## src/rtl/run_seq_pkg.sv

```systemverilog
// Shared types and default configuration for the run sequencer.
// State encoding, default memory window constants and bus typedefs.
package run_seq_pkg;

   localparam int DEF_AW        = 8;
   localparam int DEF_DW        = 8;
   localparam int DEF_LOAD_BASE = 0;
   localparam int DEF_LOAD_LEN  = 64;
   localparam int DEF_RES_BASE  = 64;
   localparam int DEF_RES_LEN   = 32;
   localparam int DEF_CW        = 16;
   localparam int DEF_TIMEOUT   = 4096;

   typedef logic [DEF_AW-1:0] addr_t;
   typedef logic [DEF_DW-1:0] data_t;

   typedef enum logic [2:0] {
      S_IDLE,
      S_LOAD,
      S_RUN,
      S_DRAIN,
      S_DONE
   } state_t;

endpackage

```

## src/rtl/seq_counter.sv

```systemverilog
// Clear/enable counter that sticks at all-ones; one-cycle update latency.
// No backpressure: i_en is sampled every cycle, i_clr has priority over i_en.
module seq_counter #(
   parameter int W = 8
) (
   input  logic         i_clk,
   input  logic         i_rst_n,
   input  logic         i_clr,
   input  logic         i_en,
   output logic [W-1:0] o_cnt
);

   logic [W-1:0] r_cnt;

   always_ff @(posedge i_clk or negedge i_rst_n) begin
      if (!i_rst_n) begin
         r_cnt <= '0;
      end else if (i_clr) begin
         r_cnt <= '0;
      end else if (i_en && (r_cnt != '1)) begin
         r_cnt <= r_cnt + 1'b1;
      end
   end

   assign o_cnt = r_cnt;

endmodule

```

## src/rtl/run_sequencer.sv

```systemverilog
// Host sequencer: load image, run core, drain results; memory writes are same-cycle with the handshake.
// Load/drain stall on in_valid/out_ready; watchdog exit from RUN only when built with TIMEOUT_EN.
module run_sequencer
   import run_seq_pkg::*;
#(
   parameter int AW        = DEF_AW,
   parameter int DW        = DEF_DW,
   parameter int LOAD_BASE = DEF_LOAD_BASE,
   parameter int LOAD_LEN  = DEF_LOAD_LEN,
   parameter int RES_BASE  = DEF_RES_BASE,
   parameter int RES_LEN   = DEF_RES_LEN,
   parameter int CW        = DEF_CW,
   parameter int TIMEOUT   = DEF_TIMEOUT
) (
   input  logic          clk,
   input  logic          reset,
   input  logic          host_start,
   input  logic          in_valid,
   output logic          in_ready,
   input  logic [DW-1:0] in_data,
   output logic          out_valid,
   input  logic          out_ready,
   output logic [DW-1:0] out_data,
   output logic          mem_sel,
   output logic          mem_wr_en,
   output logic [AW-1:0] mem_addr,
   output logic [DW-1:0] mem_wdat,
   input  logic [DW-1:0] mem_rdat,
   output logic          core_reset,
   output logic          core_req,
   input  logic          core_done,
   output logic          busy,
   output logic          host_done,
   output logic          timeout,
   output logic [CW-1:0] run_cycles
);

`ifdef TIMEOUT_EN
   localparam bit TO_EN = 1'b1;
`else
   localparam bit TO_EN = 1'b0;
`endif

   localparam logic [AW-1:0] LD_BASE = AW'(LOAD_BASE);
   localparam logic [AW-1:0] RS_BASE = AW'(RES_BASE);
   localparam logic [AW:0]   LD_LAST = (AW+1)'((LOAD_LEN > 0) ? LOAD_LEN - 1 : 0);
   localparam logic [AW:0]   RD_LAST = (AW+1)'((RES_LEN > 0) ? RES_LEN - 1 : 0);
   localparam logic [CW-1:0] TO_LAST = CW'((TIMEOUT > 0) ? TIMEOUT - 1 : 0);

   state_t        r_state;
   state_t        w_next;
   logic          r_timeout;
   logic          w_clr;
   logic          w_ld_en;
   logic          w_rd_en;
   logic          w_run_en;
   logic          w_set_to;
   logic          w_first;
   logic [AW:0]   w_ld_cnt;
   logic [AW:0]   w_rd_cnt;
   logic [CW-1:0] w_run_cnt;

   seq_counter #(.W(AW+1)) u_ld_cnt (
      .i_clk(clk), .i_rst_n(reset), .i_clr(w_clr), .i_en(w_ld_en), .o_cnt(w_ld_cnt)
   );

   seq_counter #(.W(AW+1)) u_rd_cnt (
      .i_clk(clk), .i_rst_n(reset), .i_clr(w_clr), .i_en(w_rd_en), .o_cnt(w_rd_cnt)
   );

   seq_counter #(.W(CW)) u_run_cnt (
      .i_clk(clk), .i_rst_n(reset), .i_clr(w_clr), .i_en(w_run_en), .o_cnt(w_run_cnt)
   );

   // Run counter is still zero only during the first RUN cycle of a run.
   assign w_first    = (w_run_cnt == '0);
   assign run_cycles = w_run_cnt;
   assign timeout    = r_timeout;

   always_ff @(posedge clk or negedge reset) begin
      if (!reset) begin
         r_state   <= S_IDLE;
         r_timeout <= 1'b0;
      end else begin
         r_state <= w_next;
         if (w_clr) begin
            r_timeout <= 1'b0;
         end else if (w_set_to) begin
            r_timeout <= 1'b1;
         end
      end
   end

   always_comb begin
      w_next     = r_state;
      w_clr      = 1'b0;
      w_ld_en    = 1'b0;
      w_rd_en    = 1'b0;
      w_run_en   = 1'b0;
      w_set_to   = 1'b0;
      in_ready   = 1'b0;
      out_valid  = 1'b0;
      out_data   = '0;
      mem_sel    = 1'b1;
      mem_wr_en  = 1'b0;
      mem_addr   = '0;
      mem_wdat   = '0;
      core_reset = 1'b1;
      core_req   = 1'b0;
      busy       = 1'b0;
      host_done  = 1'b0;
      case (r_state)
         S_IDLE, S_DONE: begin
            host_done = (r_state == S_DONE);
            if (host_start) begin
               w_clr  = 1'b1;
               w_next = (LOAD_LEN == 0) ? S_RUN : S_LOAD;
            end
         end
         S_LOAD: begin
            busy      = 1'b1;
            in_ready  = 1'b1;
            mem_addr  = LD_BASE + w_ld_cnt[AW-1:0];
            mem_wdat  = in_data;
            mem_wr_en = in_valid;
            w_ld_en   = in_valid;
            if (in_valid && (w_ld_cnt == LD_LAST)) begin
               w_next = S_RUN;
            end
         end
         S_RUN: begin
            busy       = 1'b1;
            mem_sel    = 1'b0;
            core_reset = 1'b0;
            core_req   = w_first;
            w_run_en   = 1'b1;
            // A done level seen in the first cycle is left over from the previous run.
            if (core_done && !w_first) begin
               w_next = (RES_LEN == 0) ? S_DONE : S_DRAIN;
            end else if (TO_EN && (w_run_cnt == TO_LAST)) begin
               w_next   = S_DONE;
               w_set_to = 1'b1;
            end
         end
         S_DRAIN: begin
            busy      = 1'b1;
            mem_addr  = RS_BASE + w_rd_cnt[AW-1:0];
            out_valid = 1'b1;
            out_data  = mem_rdat;
            w_rd_en   = out_ready;
            if (out_ready && (w_rd_cnt == RD_LAST)) begin
               w_next = S_DONE;
            end
         end
         default: w_next = S_IDLE;
      endcase
   end

endmodule

```

## config.mk

```make
export PLATFORM = sky130hd
export DESIGN_NAME = run_sequencer
export DESIGN_NICKNAME = d
export VERILOG_FILES = /design/src/rtl/run_seq_pkg.sv /design/src/rtl/seq_counter.sv /design/src/rtl/run_sequencer.sv
export SDC_FILE = /design/constraint.sdc
export NUM_CORES = 1
export LEC_CHECK = 0
export BUFFER_PORTS_ARGS = -buffer_cell sky130_fd_sc_hd__buf_2
export CORE_MARGIN = 10
export CORE_UTILIZATION = 40
export CTS_BUF_LIST = sky130_fd_sc_hd__clkbuf_2
export DETAILED_ROUTE_END_ITERATION = 7
export PLACE_DENSITY = 0.65
export SLEW_MARGIN = 20
export SYNTH_ARGS = -nofsm -noshare
export SYNTH_HDL_FRONTEND = slang
export SYNTH_SLANG_ARGS = --single-unit
```

## constraint.sdc

```tcl
create_clock -name clk -period 2.55 [get_ports clk]
set_input_delay 0.1275 -clock clk [delete_from_list [all_inputs] [get_ports clk]]
set_output_delay 0.1275 -clock clk [all_outputs]
set_load 0.03 [all_outputs]
```

==> impl_metrics.csv <==
group,metric,value,unit
finish,design_area,0.002800,mm^2
critical_path,cp.buffers_inverters,1,
worst_hold_path,holdPathEnd,"r_state[0]$_DFFE_PN0P_",
die,die_area,0.009316,mm^2
die,die_w,96.52,um
worst_hold_path,min_path_type,"primary input to flip-flop",
grt,grt_max_degree,38,
logic_synthesis,yosysTopAreaCell,"dfrtp_1",
logic_synthesis,synth_warnings,0,
logic_synthesis,synthCells,270,
logic_synthesis,yosys.area_share.simple,31.73,%
status,outcome,"finished clean",
clocking,cts_resized,0,
clocking,post-cts-setup-buffer-count,0,
finish,nNetsFinal,367,
logic_synthesis,synth_top_area_share,39.53,%
pwr,p_total,1.452,mW
logic_synthesis,ys_seq_area_share,39.53,%
clocking,cts_buffers,5,
route,first_pass_iters,4,
timing,finalSetupTns,0,ps
clocking,clkTransAtPathRegs,190,ps
finish,area_delta_synth_final,19.55,%
clocking,htree_levels,2,
grt,antenna_found_initial,0,
place,placed_area,0.002740,mm^2
critical_path,cp.arrival,2650,ps
route,via_count,2250,
finish,finish.utilization,49.93,%
critical_path,required,2880,ps
critical_path,r2r_setup_slack,230,ps
logic_synthesis,ys_types,48,
finish,n_antenna_cell,0,
logic_synthesis,synth_edf_count,0,
critical_path,worstSetupStartpointType,"flip-flop",
timing,fin_hold_ws,98.91,ps
critical_path,end_kind,"flip-flop",
logic_synthesis,synthXorXnorAreaFrac,3.739,%
critical_path,crit_chain,"nor3b_4, inv_2, or4_4, or4_1, a21oi_1",
grt,overflow,0,
logic_synthesis,ys.flop_type,"dfrtp_1",
timing,drv_slew,0,
clocking,cts_sinks,37,
logic_synthesis,syn-num-nets,300,
timing,max_freq,430.7,MHz
clocking,cts_root_buf,"clkbuf_2",
worst_hold_path,hp-start,"core_done",
critical_path,worst-path-max-fanout,12,
timing,setup_violations,0,
logic_synthesis,synth_area,0.002342,mm^2
timing,rsz0062_at_grt,"no",
die,rows,27,
die,start_util,41.77,%
route,wl_per_cell,15.55,um
place,dp.final_hpwl,4840,um
logic_synthesis,postSynth.asyncResetShare,100.0,%
logic_synthesis,synth_seq_cells,37,
worst_hold_path,whs_path_depth,3,
grt,grt_pass1_wl,10580,um
logic_synthesis,syn_avg_cell_area,8.675,um^2
timing,final_hold_viol_count,0,
timing,worstMarginPinSlew,838.7,ps
grt,grtUsageTotal,14.02,%
logic_synthesis,yosysMostFrequentCell,"dfrtp_1",
logic_synthesis,synth.area.top_cells,"dfrtp_1, and2_1, ha_1",
pwr,p_per_area,518.6,mW/mm^2
finish,final_layout_size_suffix_gt1_share,26.04,%
logic_synthesis,synthTopCellsByCount,"dfrtp_1, nand2_1, nor2_1",
critical_path,cp_slowest_stage_delay,600,ps
logic_synthesis,synthAdderAreaFrac,4.274,%
clocking,hold_buffers,2,
route,antenna_left,0,
critical_path,crit-reg2reg-launch,"r_state[0]$_DFFE_PN0P_",
route,drc,0,
critical_path,rr_worst_depth,5,
clocking,clk_latency,380,ps
critical_path,path_class,"flip-flop to flip-flop",
die,die_h,96.52,um
place,portBuffers,69,
clocking,clk_path_buf_depth,2,
pwr,power_leakage,1.323,nW
die,design.portCount,71,
die,core,0.005608,mm^2
logic_synthesis,synth_top_family_by_area,"simple AND/OR/NAND/NOR gates",
route,wl,6374,um
critical_path,cp_top_family,"simple AND/OR/NAND/NOR gates",
pwr,ir_drop,426.8,uV
place,gp_congestion,0.8176,
critical_path,cp.depth,5,
timing,slew_headroom,44.08,%
route,drt-vias-per-instance,5.488,
critical_path,crit_slowest_cell,"or4_4",
clocking,cts_tree,"done",
logic_synthesis,synth_mux_area_share,3.472,%
job,maxCapViolCount,0,
timing,fin_crit,2322,ps
logic_synthesis,synth_compound_area_share,12.29,%
timing,min_period_over_period,91.05,%
grt,grt_pass1_vias,2229,
critical_path,r2r_end,"u_run_cnt.o_cnt[13]$_DFFE_PN0P_",
route,drt_iter0_drc,80,
timing,fin_worst_skew,12.40,ps
-- logic make-up after synthesis --
logic type | after synthesis
adder cells (fa/ha/maj) | 8
AO/OA/AOI/OAI | 43
buffers and inverters | 28
XOR/XNOR | 10
other | 1
flip-flops | 37
multiplexers | 8
AND/OR/NAND/NOR | 135
-- per-layer routing --
metal | vias up | share of wire, % | track usage [%]
li1 | 1100 | - | -
met1 | 1054 | 44 | 17.22
met2 | 89 | 43 | 21.44
met3 | 7 | 12 | 6.785
met4 | 0 | 0.93 | 3.874
met5 | - | 0 | 0
-- per-stage QoR --
stage          cells  worst slack (ps)
6_report         410             228.2
5_1_grt          410             33.18
4_1_cts          410             199.9
3_5_place_dp     400             246.1
3_3_place_gp     400             365.7
2_1_floorplan    270             309.5
-- cells in the final DEF (no fill, tap or decap), drive strengths merged, types with 2 or more instances in the layout --
cell type and n:
ha 8, nor3 7, nand2b 4, and2 18, o311ai 2, clkinv 3, dlygate4sd3 2, o211ai 2
mux2i 7, nor4b 3, dfrtp 37, or4 5, buf 72, xnor2 8, inv 13, nand2 26
nand3 13, xor2 2, nand4 6, clkbuf 6, or3b 2, a22o 5, o31ai 5, nor2 25
or3 6, a21oi 9, and3 4, nor4 9, o21ai 12
-- registers in the layout (all words and copies together), names as in the netlist --
name	count
r_state	3
u_ld_cnt.o_cnt	9
u_rd_cnt.o_cnt	9
u_run_cnt.o_cnt	16
-- final cells by class --
class	instances	area [um^2]
Fill cell	573	2808
Multi-Input combinational cell	205	1304
Sequential cell	37	925.9
Timing Repair Buffer	74	387.9
Tap cell	72	90.09
Inverter	14	52.55
Clock buffer	6	30.03
Clock inverter	2	10.01
-- worst max-delay path by stage --
stage                                   start                         endpoint
3_5_place_dp           r_state[0]$_DFFE_PN0P_  u_run_cnt.o_cnt[13]$_DFFE_PN0P_
2_1_floorplan  u_run_cnt.o_cnt[0]$_DFFE_PN0P_   u_run_cnt.o_cnt[1]$_DFFE_PN0P_
3_3_place_gp           r_state[0]$_DFFE_PN0P_  u_run_cnt.o_cnt[13]$_DFFE_PN0P_
6_report               r_state[0]$_DFFE_PN0P_  u_run_cnt.o_cnt[13]$_DFFE_PN0P_
5_1_grt                r_state[0]$_DFFE_PN0P_                      mem_addr[0]
4_1_cts                r_state[0]$_DFFE_PN0P_                      mem_addr[0]
-- power breakdown --
part	switching [mW]	total [mW]	internal, mW
registers	0.0812	0.726	0.645
logic	0.297	0.461	0.164
clock network	0.196	0.265	0.0690
total	0.574	1.45	0.878
-- tightest hold or removal path: stages --
cell	delay (ps)
buf_2	90
a32oi_1	80
o221ai_1	160
(Power assumes the default switching activity.)
